### config.mk
export PLATFORM = sky130hd
export DESIGN_NAME = hazard_ctrl_flat
export DESIGN_NICKNAME = d
export VERILOG_FILES = /design/src/rtl/hazard_ctrl_if.sv /design/src/rtl/hazard_ctrl.sv /design/src/flat_wrapper.sv
export SDC_FILE = /design/constraint.sdc
export NUM_CORES = 1
export LEC_CHECK = 0
export CAP_MARGIN = 20
export CORE_MARGIN = 2
export CORE_UTILIZATION = 48
export DETAILED_ROUTE_END_ITERATION = 8
export GPL_ROUTABILITY_DRIVEN = 0
export PLACE_DENSITY = 0.87
export SETUP_SLACK_MARGIN = 0.05
export SYNTH_ARGS = -nofsm -noshare
export SYNTH_HDL_FRONTEND = slang
export SYNTH_SLANG_ARGS = --single-unit
### constraint.sdc
create_clock -name clk -period 8.4 [get_ports clk]
set_input_delay 2.52 -clock clk [delete_from_list [all_inputs] [get_ports clk]]
set_output_delay 2.52 -clock clk [all_outputs]
set_load 0.05 [all_outputs]
### src/rtl/hazard_ctrl_if.sv
// Pipeline hazard-control bundle: decode/execute/mem/wb fields in,
// stage enables, squash controls, forwarding selects and event counters out.
interface hazard_ctrl_if #(
   parameter int unsigned CNT_W = 16
);
   logic             de_valid;
   logic [4:0]       de_rs1;
   logic [4:0]       de_rs2;
   logic             ex_valid;
   logic [4:0]       ex_rs1;
   logic [4:0]       ex_rs2;
   logic [4:0]       ex_rd;
   logic             ex_mem_read;
   logic             ex_is_final;
   logic [4:0]       mem_rd;
   logic             mem_reg_write;
   logic [4:0]       wb_rd;
   logic             wb_reg_write;
   logic             redirect;
   logic             cnt_clr;
   logic             fe_en;
   logic             de_en;
   logic             de_flush;
   logic             ex_bubble;
   logic [1:0]       fwd_a;
   logic [1:0]       fwd_b;
   logic             halted;
   logic [CNT_W-1:0] stall_cnt;
   logic [CNT_W-1:0] flush_cnt;

   modport master (
      output de_valid, de_rs1, de_rs2,
      output ex_valid, ex_rs1, ex_rs2, ex_rd, ex_mem_read, ex_is_final,
      output mem_rd, mem_reg_write, wb_rd, wb_reg_write,
      output redirect, cnt_clr,
      input  fe_en, de_en, de_flush, ex_bubble, fwd_a, fwd_b,
      input  halted, stall_cnt, flush_cnt
   );

   modport slave (
      input  de_valid, de_rs1, de_rs2,
      input  ex_valid, ex_rs1, ex_rs2, ex_rd, ex_mem_read, ex_is_final,
      input  mem_rd, mem_reg_write, wb_rd, wb_reg_write,
      input  redirect, cnt_clr,
      output fe_en, de_en, de_flush, ex_bubble, fwd_a, fwd_b,
      output halted, stall_cnt, flush_cnt
   );
endinterface

### src/rtl/hazard_ctrl.sv
// Pipeline hazard controller: load-use stall, redirect flush, halt on final
// instruction, EX operand forwarding, and saturating stall/flush counters.
module hazard_ctrl #(
   parameter int unsigned CNT_W = 16
) (
   input  logic         clk,
   input  logic         reset,
   hazard_ctrl_if.slave bus
);

   typedef enum logic [1:0] {
      RUN   = 2'd0,
      STALL = 2'd1,
      FLUSH = 2'd2,
      HALT  = 2'd3
   } state_t;

   state_t           state;
   state_t           state_nxt;
   logic             load_use;
   logic             final_ev;
   logic             fe_en;
   logic             de_en;
   logic             de_flush;
   logic             ex_bubble;
   logic             halted;
   logic             stall_issue;
   logic [CNT_W-1:0] stall_cnt;
   logic [CNT_W-1:0] flush_cnt;

   // Register 0 is hardwired, so it never creates a dependency.
   function automatic logic [1:0] fwd_sel(input logic [4:0] rs);
      logic [1:0] sel;
      sel = 2'b00;
      if (bus.mem_reg_write && (bus.mem_rd != 5'd0) && (bus.mem_rd == rs))
         sel = 2'b01;
      else if (bus.wb_reg_write && (bus.wb_rd != 5'd0) && (bus.wb_rd == rs))
         sel = 2'b10;
      return sel;
   endfunction

   assign load_use = bus.ex_valid && bus.ex_mem_read && (bus.ex_rd != 5'd0) &&
                     bus.de_valid &&
                     ((bus.de_rs1 == bus.ex_rd) || (bus.de_rs2 == bus.ex_rd));
   assign final_ev = bus.ex_valid && bus.ex_is_final;

   always_ff @(posedge clk or posedge reset) begin
      if (reset) state <= RUN;
      else       state <= state_nxt;
   end

   // Next state and stage controls; reset forces the pipeline quiet and squashed.
   always_comb begin
      state_nxt   = state;
      fe_en       = 1'b1;
      de_en       = 1'b1;
      de_flush    = 1'b0;
      ex_bubble   = 1'b0;
      halted      = 1'b0;
      stall_issue = 1'b0;
      case (state)
         RUN: begin
            if (final_ev) begin
               state_nxt = HALT;
            end else if (bus.redirect) begin
               state_nxt = FLUSH;
               de_flush  = 1'b1;
               ex_bubble = 1'b1;
            end else if (load_use) begin
               state_nxt   = STALL;
               fe_en       = 1'b0;
               de_en       = 1'b0;
               ex_bubble   = 1'b1;
               stall_issue = 1'b1;
            end
         end
         STALL: begin
            if (final_ev)          state_nxt = HALT;
            else if (bus.redirect) state_nxt = FLUSH;
            else                   state_nxt = RUN;
         end
         FLUSH: begin
            de_flush  = 1'b1;
            ex_bubble = 1'b1;
            state_nxt = bus.redirect ? FLUSH : RUN;
         end
         HALT: begin
            fe_en     = 1'b0;
            de_en     = 1'b0;
            ex_bubble = 1'b1;
            halted    = 1'b1;
         end
         default: state_nxt = RUN;
      endcase
      if (reset) begin
         state_nxt   = RUN;
         fe_en       = 1'b0;
         de_en       = 1'b0;
         de_flush    = 1'b1;
         ex_bubble   = 1'b1;
         halted      = 1'b0;
         stall_issue = 1'b0;
      end
   end

   // Saturating event counters; clear wins over a same-cycle increment.
   always_ff @(posedge clk or posedge reset) begin
      if (reset) begin
         stall_cnt <= '0;
         flush_cnt <= '0;
      end else if (bus.cnt_clr) begin
         stall_cnt <= '0;
         flush_cnt <= '0;
      end else begin
         if (stall_issue && !(&stall_cnt)) stall_cnt <= stall_cnt + CNT_W'(1);
         if (de_flush && !(&flush_cnt))    flush_cnt <= flush_cnt + CNT_W'(1);
      end
   end

   assign bus.fe_en     = fe_en;
   assign bus.de_en     = de_en;
   assign bus.de_flush  = de_flush;
   assign bus.ex_bubble = ex_bubble;
   assign bus.halted    = halted;
   assign bus.fwd_a     = fwd_sel(bus.ex_rs1);
   assign bus.fwd_b     = fwd_sel(bus.ex_rs2);
   assign bus.stall_cnt = stall_cnt;
   assign bus.flush_cnt = flush_cnt;

endmodule

### src/flat_wrapper.sv
// flat-port wrapper written by rule: the top's interface ports become plain ports
module hazard_ctrl_flat 
#(
   parameter int unsigned CNT_W = 16
)
  (clk, reset, bus_de_valid, bus_de_rs1, bus_de_rs2, bus_ex_valid, bus_ex_rs1, bus_ex_rs2, bus_ex_rd, bus_ex_mem_read, bus_ex_is_final, bus_mem_rd, bus_mem_reg_write, bus_wb_rd, bus_wb_reg_write, bus_redirect, bus_cnt_clr, bus_fe_en, bus_de_en, bus_de_flush, bus_ex_bubble, bus_fwd_a, bus_fwd_b, bus_halted, bus_stall_cnt, bus_flush_cnt);
  hazard_ctrl_if #(.CNT_W(CNT_W)) bus_i ();
  input  logic clk;
  input  logic reset;
  input wire logic [$bits(bus_i.de_valid)-1:0] bus_de_valid;
  input wire logic [$bits(bus_i.de_rs1)-1:0] bus_de_rs1;
  input wire logic [$bits(bus_i.de_rs2)-1:0] bus_de_rs2;
  input wire logic [$bits(bus_i.ex_valid)-1:0] bus_ex_valid;
  input wire logic [$bits(bus_i.ex_rs1)-1:0] bus_ex_rs1;
  input wire logic [$bits(bus_i.ex_rs2)-1:0] bus_ex_rs2;
  input wire logic [$bits(bus_i.ex_rd)-1:0] bus_ex_rd;
  input wire logic [$bits(bus_i.ex_mem_read)-1:0] bus_ex_mem_read;
  input wire logic [$bits(bus_i.ex_is_final)-1:0] bus_ex_is_final;
  input wire logic [$bits(bus_i.mem_rd)-1:0] bus_mem_rd;
  input wire logic [$bits(bus_i.mem_reg_write)-1:0] bus_mem_reg_write;
  input wire logic [$bits(bus_i.wb_rd)-1:0] bus_wb_rd;
  input wire logic [$bits(bus_i.wb_reg_write)-1:0] bus_wb_reg_write;
  input wire logic [$bits(bus_i.redirect)-1:0] bus_redirect;
  input wire logic [$bits(bus_i.cnt_clr)-1:0] bus_cnt_clr;
  output wire logic [$bits(bus_i.fe_en)-1:0] bus_fe_en;
  output wire logic [$bits(bus_i.de_en)-1:0] bus_de_en;
  output wire logic [$bits(bus_i.de_flush)-1:0] bus_de_flush;
  output wire logic [$bits(bus_i.ex_bubble)-1:0] bus_ex_bubble;
  output wire logic [$bits(bus_i.fwd_a)-1:0] bus_fwd_a;
  output wire logic [$bits(bus_i.fwd_b)-1:0] bus_fwd_b;
  output wire logic [$bits(bus_i.halted)-1:0] bus_halted;
  output wire logic [$bits(bus_i.stall_cnt)-1:0] bus_stall_cnt;
  output wire logic [$bits(bus_i.flush_cnt)-1:0] bus_flush_cnt;
  assign bus_i.de_valid = bus_de_valid;
  assign bus_i.de_rs1 = bus_de_rs1;
  assign bus_i.de_rs2 = bus_de_rs2;
  assign bus_i.ex_valid = bus_ex_valid;
  assign bus_i.ex_rs1 = bus_ex_rs1;
  assign bus_i.ex_rs2 = bus_ex_rs2;
  assign bus_i.ex_rd = bus_ex_rd;
  assign bus_i.ex_mem_read = bus_ex_mem_read;
  assign bus_i.ex_is_final = bus_ex_is_final;
  assign bus_i.mem_rd = bus_mem_rd;
  assign bus_i.mem_reg_write = bus_mem_reg_write;
  assign bus_i.wb_rd = bus_wb_rd;
  assign bus_i.wb_reg_write = bus_wb_reg_write;
  assign bus_i.redirect = bus_redirect;
  assign bus_i.cnt_clr = bus_cnt_clr;
  assign bus_fe_en = bus_i.fe_en;
  assign bus_de_en = bus_i.de_en;
  assign bus_de_flush = bus_i.de_flush;
  assign bus_ex_bubble = bus_i.ex_bubble;
  assign bus_fwd_a = bus_i.fwd_a;
  assign bus_fwd_b = bus_i.fwd_b;
  assign bus_halted = bus_i.halted;
  assign bus_stall_cnt = bus_i.stall_cnt;
  assign bus_flush_cnt = bus_i.flush_cnt;
  hazard_ctrl #(.CNT_W(CNT_W)) u_core (.clk(clk), .reset(reset), .bus(bus_i));
endmodule
==> results by group, run 1 <==
Yosys
  – Yosys top cell area share: 36.2%
  – Area contributors post-synth: dfrtp_1 36%, xor2_1 9.7%, xnor2_1 6.7%
  – Synthesized area: 2350 um^2
  – EDFF count, synth: 0
  – Synth Flop Type: dfrtp_1
  – Average cell area after synthesis: 8.99 um^2
  – Synth area leader: dfrtp_1
  – Sequential element share of the synthesized area: 36.2%
  – Async set-reset flop share out of synthesis: 100%
  – Synth warn: 0
  – Mapped Cells: 261
  – Most frequent cells after synthesis: 34 x dfrtp_1, 26 x nor2_1, 26 x xor2_1
  – Synth cell types: 45
  – Cell with the most instances after synthesis: dfrtp_1
  – Seq cells post-synth: 34
  – Mapped Nets: 312

Critical path
  – Worst setup EP type: primary output
  – Worst-path cell chain: clkdlybuf4s50_1 > or4_1 > o21ai_0 > nor4_1 > nor4_1 > clkdlybuf4s50_1
  – WP buf/inv: 2
  – Crit path largest cell delay: 860 ps
  – Worst Setup Start Kind: input port
  – Critical Path Fanout Max: 3
  – Crit path kind: input port to primary output
  – Slowest-stage cell, CP: clkdlybuf4s50_1
  – CP Data Arrival Time: 5080 ps
  – Critical path's top delay family: buffers and inverters
  – Req. time, crit path: 5880 ps

Place
  – Sum of net half-perimeters after detailed placement: 4.61 mm
  – I/O Buffers: 85
  – Post-Place Cell Area: 3250 um^2
  – Post-place setup slack: 793 ps

Cells and area
  – Area Growth Syn to Fin: 43.1%
  – Layout cells sized above 1: 5.44%
  – Antenna Cells: 0
  – Net count, final: 399
  – Fin area: 3360 um^2

Power and ir drop
  – Design Power: 0.478 mW
  – Leakage dissipation: 1.29 nW
  – Max VDD drop: 0.000150 V
  – Pwr per Cell Area: 142 nW/um^2

STA
  – Final Max Tran Viols: 0
  – Crit path time final: 7600 ps
  – Worst rel slew slack: 50.3%
  – Fmax: 132 MHz
  – # setup viols final: 0
  – TNS Setup: 0 ps
  – Fin. Hold Viols: 0
  – Setup ws final: 798 ps
  – Hold Slack: 562 ps
  – RSZ-0062 raised after global routing: no
  – Period utilisation layout: 90.5%
  – Tightest Pin Transition: 741 ps
  – Final Skew: 5.96 ps

Worst hold path
  – Worst hold path class: register to register

Route
  – Starting DRT DRC Count: 123
  – Vias: 2,305
  – # DRC: 0
  – Routed WL: 5.95 mm
  – Post-DRT Antenna Nets: 0
  – Average wire per standard cell: 14.3 um
  – First-pass DRT Iterations: 4
  – Number of vias per cell: 5.54

Global route
  – Vias in the first global route: 2,257
  – Number of antenna violations at the first check in global routing: 0
  – GRT Total Usage: 23.3%
  – First-pass GRT wire length: 9.87 mm
  – Total gr overflow: 0
  – Pin count of the biggest net entering global routing: 28

Die
  – Die Wd: 73.9 um
  – Starting density of the core: 49.7%
  – Die area: 5470 um^2
  – Row count: 25
  – Die Y: 73.9 um
  – I/O pins: 86
  – Core box area: 4720 um^2

Outcome
  – Outcome: completed

Clock network
  – CTS H-Tree Depth: 2
  – CTS tree: done
  – Clock root buffer: clkbuf_8
  – CTS Buffer Depth: 2
  – Inserted Clock Buffers: 5
  – Gates resized, CTS repair: 0
  – Hold-fix buffers, CTS: 0
  – Post-CTS Setup Bufs: 0
  – Clock transition at the registers of the reported paths: 70 ps
  – Clock Latency Late Sink: 280 ps
  – Clk sinks: 34

Run
  – Max-Cap Viols: 0
routing by layer:
layer	wire length (um)	track usage (%)	share of wire [%]	up-vias
li1	-	-	-	1116
met1	2520	28.1	42	1121
met2	3110	40.5	52	60
met3	251	5.28	4.2	8
met4	71	9.09	1.2	0
met5	0	0	0	-
final timing paths:
check                      depth (start not counted)  slack [ps]                     start                       end
max in group asynchronous                          3        5430                     reset   u_core.bus.stall_cnt[3]
min in group asynchronous                          3        2740                     reset           u_core.state[0]
max                                                6         800             bus_mem_rd[0]              bus_fwd_a[1]
min                                                2         560  u_core.bus.stall_cnt[15]  u_core.bus.stall_cnt[15]
max reg2reg                                        7        6140           u_core.state[0]   u_core.bus.stall_cnt[9]
min reg2reg                                        2         560  u_core.bus.stall_cnt[15]  u_core.bus.stall_cnt[15]
state kept, by name, summed over array words and instances (netlist names):
name and cells:
u_core.bus.flush_cnt 16, u_core.bus.stall_cnt 16, u_core.state 2
where the power goes:
part           switching, mW  total, mW  internal [mW]
sequential           0.00857      0.179          0.171
combinational         0.0857      0.151         0.0656
clock                 0.0600      0.147         0.0873
total                  0.154      0.478          0.324
worst reg2reg max path, cell delays in order (launching register included):
cell	delay, ps
dfrtp_1	430
inv_1	110
ha_1	240
nand3b_1	120
nor2_1	280
nand3_4	290
or4_1	560
a21oi_1	150
metrics by stage:
stage | std cells | utilization, %
after floorplan | 261 | -
after global placement | 407 | 68.5
after CTS | 416 | 71.1
after global routing | 416 | 71.1
final | 416 | 71.1
after detailed placement | 408 | 68.8
cells by family after synthesis:
kind of cell / synth area share [%]
flops: 36.2
simple gates: 25.7
compound gates: 11.9
xor+xnor: 16.4
buf+inv: 3.89
fa+ha+maj: 3.20
mux: 2.67
layout make-up:
type | instances | area (um^2)
Clock buffer | 5 | 68.8
Clock inverter | 3 | 40.0
Fill cell | 364 | 1360
Inverter | 8 | 30.0
Multi-Input combinational cell | 211 | 1410
Sequential cell | 34 | 851
Tap cell | 67 | 83.8
Timing Repair Buffer | 88 | 881
cell usage in the layout, fill, tap and decap left out, drive strengths merged, types with 2 or more instances in the layout:
master         count
clkdlybuf4s50     85
dfrtp             34
nor2              26
xor2              26
nand3             22
xnor2             18
nand2             16
a21oi             16
o21ai             13
or3               11
inv                8
nand4              6
or4                6
ha                 6
and3               5
clkbuf             5
mux2i              4
nor3               4
nor4               4
and4               4
a211oi             3
buf                3
a311oi             2
and2               2
nand3b             2
nor2b              2
o41ai              2
mux2               2
clkinv             2
o22ai              2
or2                2
Power figures use the tool's default switching activity.
==> run 2, diff against run 1 <==
--- a/config.mk
+++ b/config.mk
@@ -10,7 +10,8 @@
 export CORE_UTILIZATION = 48
 export DETAILED_ROUTE_END_ITERATION = 8
 export GPL_ROUTABILITY_DRIVEN = 0
-export PLACE_DENSITY = 0.87
+export PLACE_DENSITY = 0.85
+export RECOVER_POWER = 25
 export SETUP_SLACK_MARGIN = 0.05
 export SYNTH_ARGS = -nofsm -noshare
 export SYNTH_HDL_FRONTEND = slang
==> run 2 against run 1 <==
  * The flow now finishes with violations (capacitance limit, slew limit)
  * Final area is 0.48% lower
  * Clock-buffer cell count is 2 higher
  * Sequential cell count stayed put
  * Cell count is 0.24% lower
  * Die area stayed put
  * Non-clock buffer count is 1 lower
  * Clock skew is 3.4 ps higher
  * Sequential share of layout area is 0.12 points higher
  * Global-route usage is 0.57 points lower
  * Utilization is 0.34 points lower
  * Via count is 0.87% lower
  * Combinational power hardly changed
==> results by group, run 2 (synthesis results as in run 1) <==
Die
  – Die Wd: 73.9 um
  – Core box area: 4720 um^2
  – Row count: 25
  – I/O pins: 86
  – Die Y: 73.9 um
  – Die area: 5470 um^2
  – Starting density of the core: 49.7%

STA
  – Fin. Hold Viols: 0
  – Worst rel slew slack: -27.3%
  – Final Max Tran Viols: 37
  – Final Skew: 9.36 ps
  – Period utilisation layout: 90.0%
  – RSZ-0062 raised after global routing: no
  – Tightest Pin Transition: 1910 ps
  – Fmax: 132 MHz
  – TNS Setup: 0 ps
  – # setup viols final: 0
  – Crit path time final: 7560 ps

Critical path
  – Capturing point of the worst reg2reg path: u_core.bus.stall_cnt[9]
  – R2R setup slack: 6160 ps
  – Crit path kind: input port to primary output
  – R2r worst-path depth: 6
  – Beginning of the critical path: bus_mem_rd[0]
  – Req. time, crit path: 5880 ps
  – Critical Path Fanout Max: 3
  – CP Data Arrival Time: 5040 ps
  – Worst setup EP type: primary output
  – Worst Setup Start Kind: input port
  – Worst R2R Start: u_core.bus.stall_cnt[0]

Route
  – Starting DRT DRC Count: 150
  – Met2 WL: 3.07 mm
  – Routed wl met3: 295 um
  – Max layer used: met4
  – Vias: 2,285
  – First-pass DRT Iterations: 5
  – Metal1 wirelength: 2.45 mm
  – Number of vias per cell: 5.51
  – # DRC: 0
  – Routed WL: 5.89 mm
  – Average wire per standard cell: 14.2 um
  – Post-DRT Antenna Nets: 0

Place
  – Post-Place Cell Area: 3260 um^2
  – Sum of net half-perimeters after detailed placement: 4.53 mm
  – I/O Buffers: 85

Worst hold path
  – WHS Path Cells: 2
  – Worst hold path class: register to register
  – Worst Hold End: u_core.bus.stall_cnt[15]
  – Worst hold start: u_core.bus.stall_cnt[15]

Global route
  – Pin count of the biggest net entering global routing: 37
  – Number of antenna violations at the first check in global routing: 0
  – GRT Total Usage: 22.7%
  – First-pass GRT wire length: 9.80 mm
  – Vias in the first global route: 2,235
  – Total gr overflow: 0

Outcome
  – Outcome: finished, violations left
  – Failing checks: capacitance limit, slew limit

Cells and area
  – Fin area: 3340 um^2
  – Fillers: 392
  – Area Growth Syn to Fin: 42.4%
  – Layout cells sized above 1: 4.60%
  – Antenna Cells: 0
  – Net count, final: 398
  – Most frequent cells in the layout: 84 x clkdlybuf4s50_1, 34 x dfrtp_1, 26 x nor2_1, 26 x xor2_1, 20 x nand3_1
  – Commonest non-fill, non-tap cell in the layout: clkdlybuf4s50_1
  – Top Registers: u_core.bus.flush_cnt x16, u_core.bus.stall_cnt x16, u_core.state x2

Clock network
  – Hold-fix buffers, CTS: 0
  – Clock Latency Late Sink: 280 ps
  – CTS Buffer Depth: 2
  – Clock transition at the registers of the reported paths: 70 ps
  – CTS tree: done
  – Post-CTS Setup Bufs: 0
  – Gates resized, CTS repair: 0
  – Inserted Clock Buffers: 5
  – Clock root buffer: clkbuf_8
  – Clk sinks: 34
  – CTS H-Tree Depth: 2

Power and ir drop
  – Pwr per Cell Area: 136 nW/um^2
  – Leakage dissipation: 1.27 nW
  – Max VDD drop: 0.000108 V

Run
  – Max-Cap Viols: 1
==> run 2: cell count changes in the layout (fill, tap and decap cells not counted), sizes merged <==
cell           delta
buf               -2
clkdlybuf4s50     -1
clkinv            -1
dlygate4sd3       +1
clkbuf            +3
bufinv            -1
==> run 2: cell type report <==
class	instances	area [um^2]	share of cell area, %
multi-input cells	211	1410	42.0
repair buffers	87	882	26.4
flip-flops and latches	34	851	25.4
clock buffers	7	86.3	2.58
well taps	67	83.8	2.51
inverters	8	30.0	0.898
clock inverters	1	5.00	0.150
==> run 2: worst max-delay path by stage <==
stage          depth (start not counted)           end  slack (ps)
2_1_floorplan                          4  bus_fwd_a[1]         780
3_3_place_gp                           6  bus_fwd_a[1]         920
3_5_place_dp                           6  bus_fwd_a[1]         860
4_1_cts                                6  bus_fwd_a[1]         870
5_1_grt                                6  bus_fwd_a[1]         730
6_report                               6  bus_fwd_a[1]         840
==> run 2: report_power, final <==
group	leakage [nW]	total [mW]	internal [mW]	switching, mW
clock network	0.0482	0.124	0.0661	0.0579
logic	0.752	0.150	0.0654	0.0846
registers	0.472	0.179	0.171	0.00834
total	1.27	0.453	0.302	0.151
==> run 2: per-layer routing <==
| metal | GRT usage, % | up-vias |
|---|---|---|
| li1 | - | 1109 |
| met1 | 28.4 | 1097 |
| met2 | 38.6 | 73 |
| met3 | 5.28 | 6 |
| met4 | 8.08 | 0 |
| met5 | 0 | - |
==> run 2: critical path: stages <==
cell	delay, ps
clkdlybuf4s50_1	470
or4_1	520
o21ai_0	230
nor4_1	120
nor4_1	310
clkdlybuf4s50_1	870
==> run 2: metrics by stage <==
step	cells	hold WS [ps]	power, mW	setup slack [ps]	utilization [%]
after floorplan	261	546	0.273	783	-
after global placement	406	540	0.327	918	68.3
after detailed placement	407	554	0.332	865	68.9
after CTS	415	567	0.456	866	70.9
after global routing	415	613	0.475	726	70.8
final	415	571	0.453	837	70.8
==> run 3, diff against run 2 <==
--- a/config.mk
+++ b/config.mk
@@ -5,12 +5,11 @@
 export SDC_FILE = /design/constraint.sdc
 export NUM_CORES = 1
 export LEC_CHECK = 0
-export CAP_MARGIN = 20
 export CORE_MARGIN = 2
 export CORE_UTILIZATION = 48
 export DETAILED_ROUTE_END_ITERATION = 8
 export GPL_ROUTABILITY_DRIVEN = 0
-export PLACE_DENSITY = 0.85
+export PLACE_DENSITY = 0.83
 export RECOVER_POWER = 25
 export SETUP_SLACK_MARGIN = 0.05
 export SYNTH_ARGS = -nofsm -noshare
==> run 3 against run 2 <==
  * The run now ends clean
  * Die area did not move
  * Power grew 5.0%
  * Non-clock buffer count fell by 1
  * Critical path depth stayed put
  * Cell count fell by 0.24%
  * Maximum frequency is 0.41% higher
==> results by group, run 3 (synthesis results as in run 1) <==
Route
  – Metal1 wirelength: 2.67 mm
  – Starting DRT DRC Count: 146
  – Met2 WL: 2.96 mm
  – Routed wl met3: 169 um
  – Routed WL: 5.94 mm
  – First-pass DRT Iterations: 4
  – # DRC: 0
  – Max layer used: met4
  – Vias: 2,215
  – Number of vias per cell: 5.35
  – Post-DRT Antenna Nets: 0
  – Average wire per standard cell: 14.3 um

Critical path
  – R2r worst-path depth: 7
  – Beginning of the critical path: bus_mem_rd[3]
  – CP Data Arrival Time: 5010 ps
  – R2R setup slack: 6140 ps
  – Slowest-stage cell, CP: clkdlybuf4s50_1
  – End of the critical path: bus_fwd_a[1]
  – Critical Path Fanout Max: 3
  – Worst Setup Start Kind: input port
  – Req. time, crit path: 5880 ps
  – Capturing point of the worst reg2reg path: u_core.bus.stall_cnt[9]
  – Worst R2R Start: u_core.state[0]
  – Worst-path cell chain: clkdlybuf4s50_1 > or4_1 > o21ai_0 > nor4_1 > nor4_1 > clkdlybuf4s50_1
  – Crit path largest cell delay: 850 ps
  – Crit path kind: input port to primary output
  – Worst setup EP type: primary output

Cells and area
  – Layout cells sized above 1: 4.03%
  – Top Registers: u_core.bus.flush_cnt x16, u_core.bus.stall_cnt x16, u_core.state x2
  – Commonest non-fill, non-tap cell in the layout: clkdlybuf4s50_1
  – Fillers: 387
  – FF/Latch Area: 851 um^2
  – Area Growth Syn to Fin: 41.9%
  – Net count, final: 397
  – Antenna Cells: 0
  – Fin area: 3330 um^2
  – Area of the multi-input gates: 1410 um^2
  – Most frequent cells in the layout: 84 x clkdlybuf4s50_1, 34 x dfrtp_1, 26 x nor2_1, 26 x xor2_1, 20 x nand3_1

Clock network
  – Hold-fix buffers, CTS: 0
  – CTS tree: done
  – CTS Buffer Depth: 2
  – Clock Latency Late Sink: 290 ps
  – CTS H-Tree Depth: 2
  – Post-CTS Setup Bufs: 0
  – Clock root buffer: clkbuf_8
  – Clk sinks: 34
  – Clock transition at the registers of the reported paths: 70 ps
  – Gates resized, CTS repair: 0
  – Inserted Clock Buffers: 5

STA
  – Final Skew: 11.8 ps
  – Fin. Hold Viols: 0
  – TNS Setup: 0 ps
  – Period utilisation layout: 89.7%
  – Crit path time final: 7530 ps
  – Worst rel slew slack: 5.94%
  – RSZ-0062 raised after global routing: no
  – # setup viols final: 0
  – Tightest Pin Transition: 1410 ps
  – Hold Slack: 572 ps
  – Final Max Tran Viols: 0
  – Fmax: 133 MHz

Die
  – Starting density of the core: 49.7%
  – Die area: 5470 um^2
  – Die Wd: 73.9 um
  – I/O pins: 86
  – Row count: 25
  – Core box area: 4720 um^2
  – Die Y: 73.9 um

Global route
  – Total gr overflow: 0
  – Number of antenna violations at the first check in global routing: 0
  – Vias in the first global route: 2,116
  – GRT Total Usage: 23.1%
  – First-pass GRT wire length: 9.73 mm
  – Pin count of the biggest net entering global routing: 34

Worst hold path
  – Worst hold path class: register to register

Power and ir drop
  – Pwr per Cell Area: 143 nW/um^2
  – Max VDD drop: 0.000198 V
  – Leakage dissipation: 1.26 nW

Outcome
  – Outcome: completed

Place
  – I/O Buffers: 85
  – Post-Place Cell Area: 3230 um^2
  – Sum of net half-perimeters after detailed placement: 4.59 mm

Run
  – Max-Cap Viols: 0
## run 3: layer usage
metal | track usage [%] | vias up
li1 | - | 1116
met1 | 29.6 | 1039
met2 | 37.8 | 46
met3 | 5.01 | 14
met4 | 9.90 | 0
met5 | 0 | -
## run 3: where the power goes
group / internal (mW) / switching [mW] / total [mW]
logic: 0.0641 / 0.0847 / 0.149
registers: 0.171 / 0.00821 / 0.179
clock network: 0.0888 / 0.0591 / 0.148
total: 0.324 / 0.152 / 0.476
## run 3: critical path, delay by kind of cell
kind | cells | cell delay (ps)
AND/OR/NAND/NOR | 3 | 930
buffers and inverters | 2 | 1330
AO/OA/AOI/OAI | 1 | 240
## run 3: layout make-up
type	instances	share of cell area, %
clock buffers	7	2.29
clock inverters	1	0.902
inverters	8	0.902
multi-input cells	211	42.2
flip-flops and latches	34	25.5
well taps	67	2.52
repair buffers	86	25.7
## run 3: worst min-delay path by stage
stage / startpoint / to / depth (start not counted)
finish: u_core.bus.flush_cnt[7] / u_core.bus.flush_cnt[7] / 2
global route: u_core.bus.stall_cnt[15] / u_core.bus.stall_cnt[15] / 2
CTS: u_core.bus.stall_cnt[15] / u_core.bus.stall_cnt[15] / 2
detailed placement: u_core.bus.stall_cnt[15] / u_core.bus.stall_cnt[15] / 2
global placement: u_core.bus.stall_cnt[15] / u_core.bus.stall_cnt[15] / 2
floorplan: u_core.state[0] / u_core.state[0] / 2
## run 3: per-stage QoR
stage	total power, mW	worst slack (ps)	utilization (%)	cells
final	0.476	868	70.5	414
after global placement	0.328	924	68.3	406
after detailed placement	0.331	860	68.3	406
after floorplan	0.273	783	-	261
after global routing	0.499	784	70.5	414
after CTS	0.478	870	70.6	414
